<file path="src/rtl/mem_access_stage_if.sv">
// rtl/mem_access_stage_if.sv - data-memory request/acknowledge bus used by the MEM stage
interface mem_access_stage_if #(
  parameter int BIT_WIDTH = 32
);
  logic                 mem_req;
  logic                 mem_we;
  logic [BIT_WIDTH-1:0] mem_addr;
  logic [BIT_WIDTH-1:0] mem_wdata;
  logic                 mem_ack;
  logic [BIT_WIDTH-1:0] mem_rdata;

  modport master (
    output mem_req,
    output mem_we,
    output mem_addr,
    output mem_wdata,
    input  mem_ack,
    input  mem_rdata
  );

  modport slave (
    input  mem_req,
    input  mem_we,
    input  mem_addr,
    input  mem_wdata,
    output mem_ack,
    output mem_rdata
  );
endinterface

</file>
<file path="src/rtl/mem_access_stage.sv">
// rtl/mem_access_stage.sv - pipeline MEM stage with variable-latency req/ack memory access
// Non-memory ops pass straight through; loads/stores stall the pipe until ack or timeout.
module mem_access_stage #(
  parameter int BIT_WIDTH           = 32,
  parameter int REG_INDEX_BIT_WIDTH = 4,
  parameter int TIMEOUT_CYCLES      = 64
) (
  input  logic                           clk,
  input  logic                           reset,
  input  logic                           in_valid,
  input  logic                           is_load,
  input  logic                           is_store,
  input  logic                           reg_file_wrt_en_in,
  input  logic [REG_INDEX_BIT_WIDTH-1:0] dst_ind_in,
  input  logic [BIT_WIDTH-1:0]           alu_res_in,
  input  logic [BIT_WIDTH-1:0]           store_data_in,
  mem_access_stage_if.master             mem,
  output logic                           stall,
  output logic                           reg_file_wrt_en_out,
  output logic [REG_INDEX_BIT_WIDTH-1:0] dst_ind_out,
  output logic [BIT_WIDTH-1:0]           end_res_out,
  output logic                           mem_timeout
);

  localparam int CNT_W = (TIMEOUT_CYCLES > 1) ? $clog2(TIMEOUT_CYCLES) : 1;
  localparam logic [CNT_W-1:0] CNT_MAX = CNT_W'(TIMEOUT_CYCLES - 1);

  typedef enum logic [1:0] {
    IDLE,
    ACCESS,
    DONE
  } state_t;

  state_t               state;
  state_t               state_next;
  logic [CNT_W-1:0]     wait_cnt;
  logic [BIT_WIDTH-1:0] rdata_q;
  logic                 mem_op;
  logic                 cnt_expired;

  assign mem_op      = in_valid & (is_load | is_store);
  assign cnt_expired = (wait_cnt == CNT_MAX);

  always_ff @(posedge clk) begin
    if (reset) begin
      state <= IDLE;
    end else begin
      state <= state_next;
    end
  end

  // mem_timeout doubles as the "DONE because of abort" flag for the output mux.
  always_comb begin
    state_next          = state;
    stall               = 1'b0;
    reg_file_wrt_en_out = 1'b0;
    dst_ind_out         = '0;
    end_res_out         = '0;
    case (state)
      IDLE: begin
        if (mem_op) begin
          stall      = 1'b1;
          state_next = ACCESS;
        end else if (in_valid) begin
          reg_file_wrt_en_out = reg_file_wrt_en_in;
          dst_ind_out         = dst_ind_in;
          end_res_out         = alu_res_in;
        end
      end
      ACCESS: begin
        stall = 1'b1;
        if (mem.mem_ack || cnt_expired) begin
          state_next = DONE;
        end
      end
      DONE: begin
        dst_ind_out = dst_ind_in;
        if (mem_timeout) begin
          end_res_out = '0;
        end else if (mem.mem_we) begin
          end_res_out = alu_res_in;
        end else begin
          reg_file_wrt_en_out = reg_file_wrt_en_in;
          end_res_out         = rdata_q;
        end
        state_next = IDLE;
      end
      default: begin
        state_next = IDLE;
      end
    endcase
  end

  always_ff @(posedge clk) begin
    if (reset) begin
      mem.mem_req   <= 1'b0;
      mem.mem_we    <= 1'b0;
      mem.mem_addr  <= '0;
      mem.mem_wdata <= '0;
      wait_cnt      <= '0;
      rdata_q       <= '0;
      mem_timeout   <= 1'b0;
    end else begin
      mem_timeout <= 1'b0;
      case (state)
        IDLE: begin
          if (mem_op) begin
            mem.mem_req   <= 1'b1;
            mem.mem_we    <= is_store;
            mem.mem_addr  <= {alu_res_in[BIT_WIDTH-1:2], 2'b00};
            mem.mem_wdata <= store_data_in;
            wait_cnt      <= '0;
          end
        end
        ACCESS: begin
          if (mem.mem_ack) begin
            rdata_q     <= mem.mem_rdata;
            mem.mem_req <= 1'b0;
          end else if (cnt_expired) begin
            mem.mem_req <= 1'b0;
            mem_timeout <= 1'b1;
          end else begin
            wait_cnt <= wait_cnt + CNT_W'(1);
          end
        end
        default: begin
        end
      endcase
    end
  end

endmodule

</file>
<file path="src/flat_wrapper.sv">
// flat-port wrapper written by rule: the top's interface ports become plain ports
module mem_access_stage_flat 
#(
  parameter int BIT_WIDTH           = 32,
  parameter int REG_INDEX_BIT_WIDTH = 4,
  parameter int TIMEOUT_CYCLES      = 64
)
  (clk, reset, in_valid, is_load, is_store, reg_file_wrt_en_in, dst_ind_in, alu_res_in, store_data_in, stall, reg_file_wrt_en_out, dst_ind_out, end_res_out, mem_timeout, mem_mem_req, mem_mem_we, mem_mem_addr, mem_mem_wdata, mem_mem_ack, mem_mem_rdata);
  mem_access_stage_if #(.BIT_WIDTH(BIT_WIDTH)) mem_i ();
  input  logic clk;
  input  logic reset;
  input  logic in_valid;
  input  logic is_load;
  input  logic is_store;
  input  logic reg_file_wrt_en_in;
  input  logic [REG_INDEX_BIT_WIDTH-1:0] dst_ind_in;
  input  logic [BIT_WIDTH-1:0] alu_res_in;
  input  logic [BIT_WIDTH-1:0] store_data_in;
  output logic stall;
  output logic reg_file_wrt_en_out;
  output logic [REG_INDEX_BIT_WIDTH-1:0] dst_ind_out;
  output logic [BIT_WIDTH-1:0] end_res_out;
  output logic mem_timeout;
  output wire logic [$bits(mem_i.mem_req)-1:0] mem_mem_req;
  output wire logic [$bits(mem_i.mem_we)-1:0] mem_mem_we;
  output wire logic [$bits(mem_i.mem_addr)-1:0] mem_mem_addr;
  output wire logic [$bits(mem_i.mem_wdata)-1:0] mem_mem_wdata;
  input wire logic [$bits(mem_i.mem_ack)-1:0] mem_mem_ack;
  input wire logic [$bits(mem_i.mem_rdata)-1:0] mem_mem_rdata;
  assign mem_mem_req = mem_i.mem_req;
  assign mem_mem_we = mem_i.mem_we;
  assign mem_mem_addr = mem_i.mem_addr;
  assign mem_mem_wdata = mem_i.mem_wdata;
  assign mem_i.mem_ack = mem_mem_ack;
  assign mem_i.mem_rdata = mem_mem_rdata;
  mem_access_stage #(.BIT_WIDTH(BIT_WIDTH), .REG_INDEX_BIT_WIDTH(REG_INDEX_BIT_WIDTH), .TIMEOUT_CYCLES(TIMEOUT_CYCLES)) u_core (.clk(clk), .reset(reset), .in_valid(in_valid), .is_load(is_load), .is_store(is_store), .reg_file_wrt_en_in(reg_file_wrt_en_in), .dst_ind_in(dst_ind_in), .alu_res_in(alu_res_in), .store_data_in(store_data_in), .mem(mem_i), .stall(stall), .reg_file_wrt_en_out(reg_file_wrt_en_out), .dst_ind_out(dst_ind_out), .end_res_out(end_res_out), .mem_timeout(mem_timeout));
endmodule
</file>
<file path="config.mk">
export PLATFORM = sky130hd
export DESIGN_NAME = mem_access_stage_flat
export DESIGN_NICKNAME = d
export VERILOG_FILES = /design/src/rtl/mem_access_stage_if.sv /design/src/rtl/mem_access_stage.sv /design/src/flat_wrapper.sv
export SDC_FILE = /design/constraint.sdc
export NUM_CORES = 1
export LEC_CHECK = 0
export ABC_AREA = 1
export ABC_CLOCK_PERIOD_IN_PS = 3000
export CAP_MARGIN = 15
export CORE_MARGIN = 3
export CORE_UTILIZATION = 44
export DETAILED_ROUTE_END_ITERATION = 8
export PLACE_DENSITY = 0.92
export SLEW_MARGIN = 10
export SYNTH_ARGS = -nofsm -noshare
export SYNTH_HDL_FRONTEND = slang
export SYNTH_SLANG_ARGS = --single-unit
</file>
<file path="constraint.sdc">
create_clock -name clk -period 3 [get_ports clk]
set_input_delay 0.45 -clock clk [delete_from_list [all_inputs] [get_ports clk]]
set_output_delay 0.45 -clock clk [all_outputs]
set_load 0.02 [all_outputs]
</file>
### Yosys cells after proc, flatten, opt, wreduce, memory -nomap -nowiden

Cells that the tools add are included.

| storage, ports and cells | value |
|---|---|
| ROM bits | 0 |
| input port bits | 107 |
| register bits | 105 |
| memories | 0 |
| logic and storage cells | 56 |
| memory bits (writable) | 0 |
| output and inout port bits | 105 |
| latch bits | 0 |

| operators by class | value |
|---|---|
| bitwise operators | 3 |
| div/mod/pow operators | 0 |
| mux-type cells | 27 |
| equal/unequal tests | 8 |
| add/subtract/negate cells | 1 |
| reduce and logical (&&, ||, !) cells | 9 |
| $lt $le $gt $ge | 0 |
| multipliers | 0 |
| shift operators | 0 |

Operators by type and width:

| kind | number |
|---|---|
| 32-bit 2-to-1 mux | 4 |
| 32-bit case mux with 2 select lines | 1 |
| 6-bit 2-to-1 mux | 3 |
| 6-bit case mux with 2 select lines | 1 |
| 1-bit 2-to-1 mux | 9 |
| 4-bit 2-to-1 mux | 2 |
| 4-bit case mux with 2 select lines | 1 |
| 6-bit by 1-bit adder with 6-bit output (second input constant) | 1 |
| 6-bit equality test (second input constant) | 1 |
| 1-bit case mux with 2 select lines | 3 |
| 2-bit AND reduction | 3 |
| 2-bit 2-to-1 mux | 2 |
| 2-bit by 1-bit inequality test with 1-bit output (second input constant) | 2 |
| 2-bit inequality test (second input constant) | 2 |
| 2-bit case mux with 2 select lines | 1 |
| 4-bit AND reduction | 1 |
| 3-bit by 2-bit inequality test with 1-bit output (second input constant) | 1 |
| 3-bit AND reduction | 1 |
| 3-bit OR reduction | 1 |
| 2-bit by 1-bit equality test with 1-bit output (second input constant) | 1 |
| 2-bit equality test (second input constant) | 1 |
| 2-bit logical NOT | 1 |
| 2-bit nonzero test | 1 |
| 1-bit AND | 1 |
| 3 further kinds | 3 |

### Longest topological paths before layout

| logic depth | value |
|---|---|
| depth in word-level cells | 4 |
| gate-level depth with buffers | 9 |

### Worst setup path before layout

No wires, ideal clock.

| timing | value |
|---|---|
| kind | register to output |
| start point | reg u_core.mem_timeout |
| end point | out reg_file_wrt_en_out |
| path buffers | 2 |
| data arrival time | 1.586 ns |
| cell stages (with the launch flop) | 6 |
| path slack | 0.964 ns |
| data required time | 2.550 ns |
| cells stage by stage | dfxtp_1 > or2_1 > buf_6 > or2_1 > buf_6 > a21boi_0 |

| on the way | value |
|---|---|
| word-level cells in the longest chain between the ends | 2 |

RTL lines:

| what | RTL line | source |
|---|---|---|
| start, declared | mem_access_stage.sv:22 | `output logic mem_timeout` |
| start signal, assigned | mem_access_stage.sv:102 | `mem_timeout <= 1'b0;` |
| start signal, assigned | mem_access_stage.sv:104 | `mem_timeout <= 1'b0;` |
| start signal, assigned | mem_access_stage.sv:121 | `mem_timeout <= 1'b1;` |
| 1-bit 2-to-1 mux | mem_access_stage.sv:78 | `if (mem_timeout) begin` |
| 1-bit case mux with 2 select lines | mem_access_stage.sv:59 | `case (state)` |
| end, declared | flat_wrapper.sv:20 | `output logic reg_file_wrt_en_out;` |

No other way between the ends.

### Worst setup path in the final report

| timing | value |
|---|---|
| start point | reg u_core.state[0] |
| end point | out end_res_out[5] |

| on the way | value |
|---|---|
| word-level cells in the longest chain between the ends | 2 |

RTL lines:

| what | RTL line | source |
|---|---|---|
| start, declared | mem_access_stage.sv:34 | `state_t state;` |
| start signal, assigned | mem_access_stage.sv:48 | `state <= state_next;` |
| 2-bit equality test / 2-bit logical NOT (equally long branches) | mem_access_stage.sv:59 |  |
| 32-bit case mux with 2 select lines * | mem_access_stage.sv:59 |  |
| end, declared | flat_wrapper.sv:22 | `output logic [BIT_WIDTH-1:0] end_res_out;` |

Mark *: on every way between the ends. The rest lies on a longest branch, timed or not.

==> impl_metrics.toml <==
[drt]
vias_per_cell = 5.16
totalWireLength_um = 15200
antenna_violating_nets_post_route = 0
drt_iter0_markers = 395
detail_route.drc_violations = 0
wire_per_inst_um = 16.5
drt-pass1-iter-count = 5
route.vias.total = 4747

[clock_network]
max-clock-path-buffers = 2
cts_tree = "built"
cts_sinks = 105
htree_levels = 3
cts_root_buffer = "sky130_fd_sc_hd__clkbuf_8"
numCtsBuffers = 9
clock_input_transition_at_the_sequential_cells_of_the_worst_setup_and_hold_paths_ns = 0.11
worst_skew_pair.late_latency_ns = 0.37

[power]
p_leak_nw = 2.58
cellPowerDensity_mw_per_mm2 = 465
fin_total_pwr_mw = 3.15
irDropWorstVdd_uv = 301

[placement]
place_hpwl_um = 11300
final_weighted_congestion_of_routability_driven_global_placement = 0.849
io_buffers = 209
placed_cells_incl_taps = 902
postPlaceCellArea_mm2 = 0.00650

[global_routing]
wire_length_of_the_first_global_routing_pass_um = 24300
grt_pass1_vias = 4639
overflow_left_after_global_routing = 0
grt_antenna_before_repair = 2
pin_count_of_the_biggest_net_entering_global_routing = 71
grt_util_all_layers_pct = 27.3

[die]
fp.dieW_um = 105
placement_rows = 35
initial_utilization_pct = 46.2
ios = 212
core_area_mm2 = 0.00942
design.die.area_mm2 = 0.0111
fp.dieH_um = 105

[worst_setup_path]
r2r_start = "u_core.state[1]"
worst_setup_path_start_kind = "flop"
endpoint_kind = "output pin"
worst_setup_path_type = "reg -> out"
worst-r2r-cell-count = 7
largest_driver_fanout_on_the_critical_path = 10
reg2reg_to = "u_core.rdata_q[21]"
timing.reg2reg.setup_slack_ns = 1.13
timing.critical_path.depth = 7
largest_delay_share_family_worst_path = "buffers and inverters"
cells_along_the_critical_path = "inv_1 -> nand2_1 -> or2_4 -> or2_4 -> buf_4 -> o21ai_2 -> clkdlybuf4s50_1"
arrival_ns = 2.42
cp_data_required_time_ns = 2.55
timing.critical_path.slowest_stage_cell = "sky130_fd_sc_hd__clkdlybuf4s50_1"
crit_top_cell = "sky130_fd_sc_hd__or2_4"
critical_path_s_largest_stage_delay_ns = 0.62
critPathBufInv = 3

[yosys]
synthAdderAreaFrac_pct = 0.287
synth-xor-area-share_pct = 0
synth_ff_type = "sky130_fd_sc_hd__dfxtp_1"
complex_gate_fraction_of_the_synthesized_area_pct = 22.4
ys.warnings.count = 0
synth-seq-cells = 105
synthCells = 594
post_synth_mux_area_share_pct = 0
synth_seq_area_share_pct = 48.3
synth_area_per_cell_um2 = 7.33
number_of_enable_type_register_cells_in_the_synthesized_netlist = 0
async_flop_share_pct = 0
syn-cell-area_mm2 = 0.00435
synth_top_family_by_area = "compound AO/OA/AOI/OAI gates"
synth_cell_types = 23
synth_simple_gate_area_share_pct = 19.3

[finish]
antenna_cells_inserted = 0
layout_common_cells = "203 x sky130_fd_sc_hd__clkdlybuf4s50_1, 177 x sky130_fd_sc_hd__nand2_1, 108 x sky130_fd_sc_hd__a21oi_1"
design_area_mm2 = 0.00677
commonest_non_fill_non_tap_cell_in_the_layout = "sky130_fd_sc_hd__clkdlybuf4s50_1"
fillers = 757
drive_gt1_share_pct = 7.08
nNetsFinal = 894
syn_to_final_growth_pct = 55.4
finished_core_util_pct = 71.9
finalNonFillerCells = 920

[min_path]
hold_path_end = "u_core.rdata_q[14]"
worstHoldStart = "u_core.rdata_q[14]"
hold_path_class = "reg -> reg"
worst_hold_path.num_cells = 2

[job]
max_cap_violations = 0

[sta]
post-route-min-period_ns = 2.87
tightestPinTransition_ns = 0.730
setup_viol_count_final = 0
final_hold_viol_count = 0
worst_clock_skew_ns = 0.0121
maxSlewHeadroom_pct = 51.3
final-max-slew-violation-count = 0
achievable-frequency_mhz = 348
finalCritPeriodShare_pct = 95.7
rsz0062_at_grt = "true"

[outcome]
outcome = "complete, no violations"
## final cells by class
cell class / count / area [µm²] / share of cell area, %
flip-flops and latches: 105 / 2100 / 31.1
inverters: 55 / 206 / 3.05
clock buffers: 9 / 124 / 1.83
well taps: 129 / 161 / 2.39
clock inverters: 7 / 83.8 / 1.24
repair buffers: 220 / 2220 / 32.9
multi-input cells: 395 / 1860 / 27.5
## flip-flops by register name, indices dropped and copies added (netlist names)
name	count
u_core.mem.mem_addr	30
u_core.mem.mem_req	1
u_core.mem.mem_wdata	32
u_core.mem.mem_we	1
u_core.mem_timeout	1
u_core.rdata_q	32
u_core.state	2
u_core.wait_cnt	6
## worst reg2reg max path: stages (launching register included)
cell and delay (ns):
sky130_fd_sc_hd__dfxtp_1 0.38, sky130_fd_sc_hd__inv_1 0.07, sky130_fd_sc_hd__nand2_1 0.18, sky130_fd_sc_hd__inv_1 0.12
sky130_fd_sc_hd__nand2_2 0.50, sky130_fd_sc_hd__buf_12 0.27, sky130_fd_sc_hd__o21ai_0 0.10, sky130_fd_sc_hd__a21oi_1 0.18
## metrics by stage
| step | setup TNS [ns] | setup WS (ns) | hold slack (ns) |
|---|---|---|---|
| finish | 0 | 0.129 | 0.460 |
| CTS | 0 | 0.0579 | 0.461 |
| global placement | 0 | 0.179 | 0.444 |
| detailed placement | 0 | 0.0467 | 0.446 |
| floorplan | 0 | 0.964 | 0.425 |
| global route | -0.0271 | -0.0135 | 0.483 |
## synthesized netlist by cell type (3+ instances only)
cell	n	area share (%)
sky130_fd_sc_hd__nand2_1	178	15
sky130_fd_sc_hd__a21oi_1	108	12
sky130_fd_sc_hd__dfxtp_1	105	48
sky130_fd_sc_hd__inv_1	54	4.7
sky130_fd_sc_hd__o21ai_0	38	4.4
sky130_fd_sc_hd__clkbuf_1	29	2.5
sky130_fd_sc_hd__nor2_1	23	2.0
sky130_fd_sc_hd__o21ai_2	20	4.0
sky130_fd_sc_hd__nand3_1	7	0.80
sky130_fd_sc_hd__o22ai_1	7	1.0
sky130_fd_sc_hd__buf_2	6	0.69
sky130_fd_sc_hd__nand4_1	3	0.43
## cell families (layout without fill, tap and decap cells)
group	count (synthesis)	in the layout
compound gates	175	176
fa+ha+maj	1	1
buf+inv	96	291
flops	105	105
other cells	1	2
simple gates	216	216
## timing repair
item,CTS,global route
pin swaps,1,1
hold buffers,0,0
resized for setup,7,4
buffers inserted,0,1
gates cloned,1,0
setup endpoints to repair,26,15
## where the power goes
| part | internal, mW | switching (mW) |
|---|---|---|
| Clock | 0.405 | 0.528 |
| Combinational | 0.333 | 0.368 |
| Sequential | 1.47 | 0.0380 |
| Total | 2.21 | 0.934 |
## routing by layer
layer  global-route usage, %  wire [µm]  vias to the layer above
met5                       0         34                        -
met4                    10.6        531                        4
met3                    7.47       1380                       42
met2                    47.3       7630                      226
met1                    31.9       5610                     2191
li1                        -          -                     2284
## worst max path at each step
stage | startpoint | end
after global placement | is_store | end_res_out[7]
after global routing | u_core.mem.mem_we | end_res_out[13]
after detailed placement | is_store | end_res_out[25]
after floorplan | u_core.mem_timeout | reg_file_wrt_en_out
final | u_core.state[0] | end_res_out[5]
after CTS | u_core.state[0] | end_res_out[27]
No activity file was read; power rests on OpenSTA's default activity.
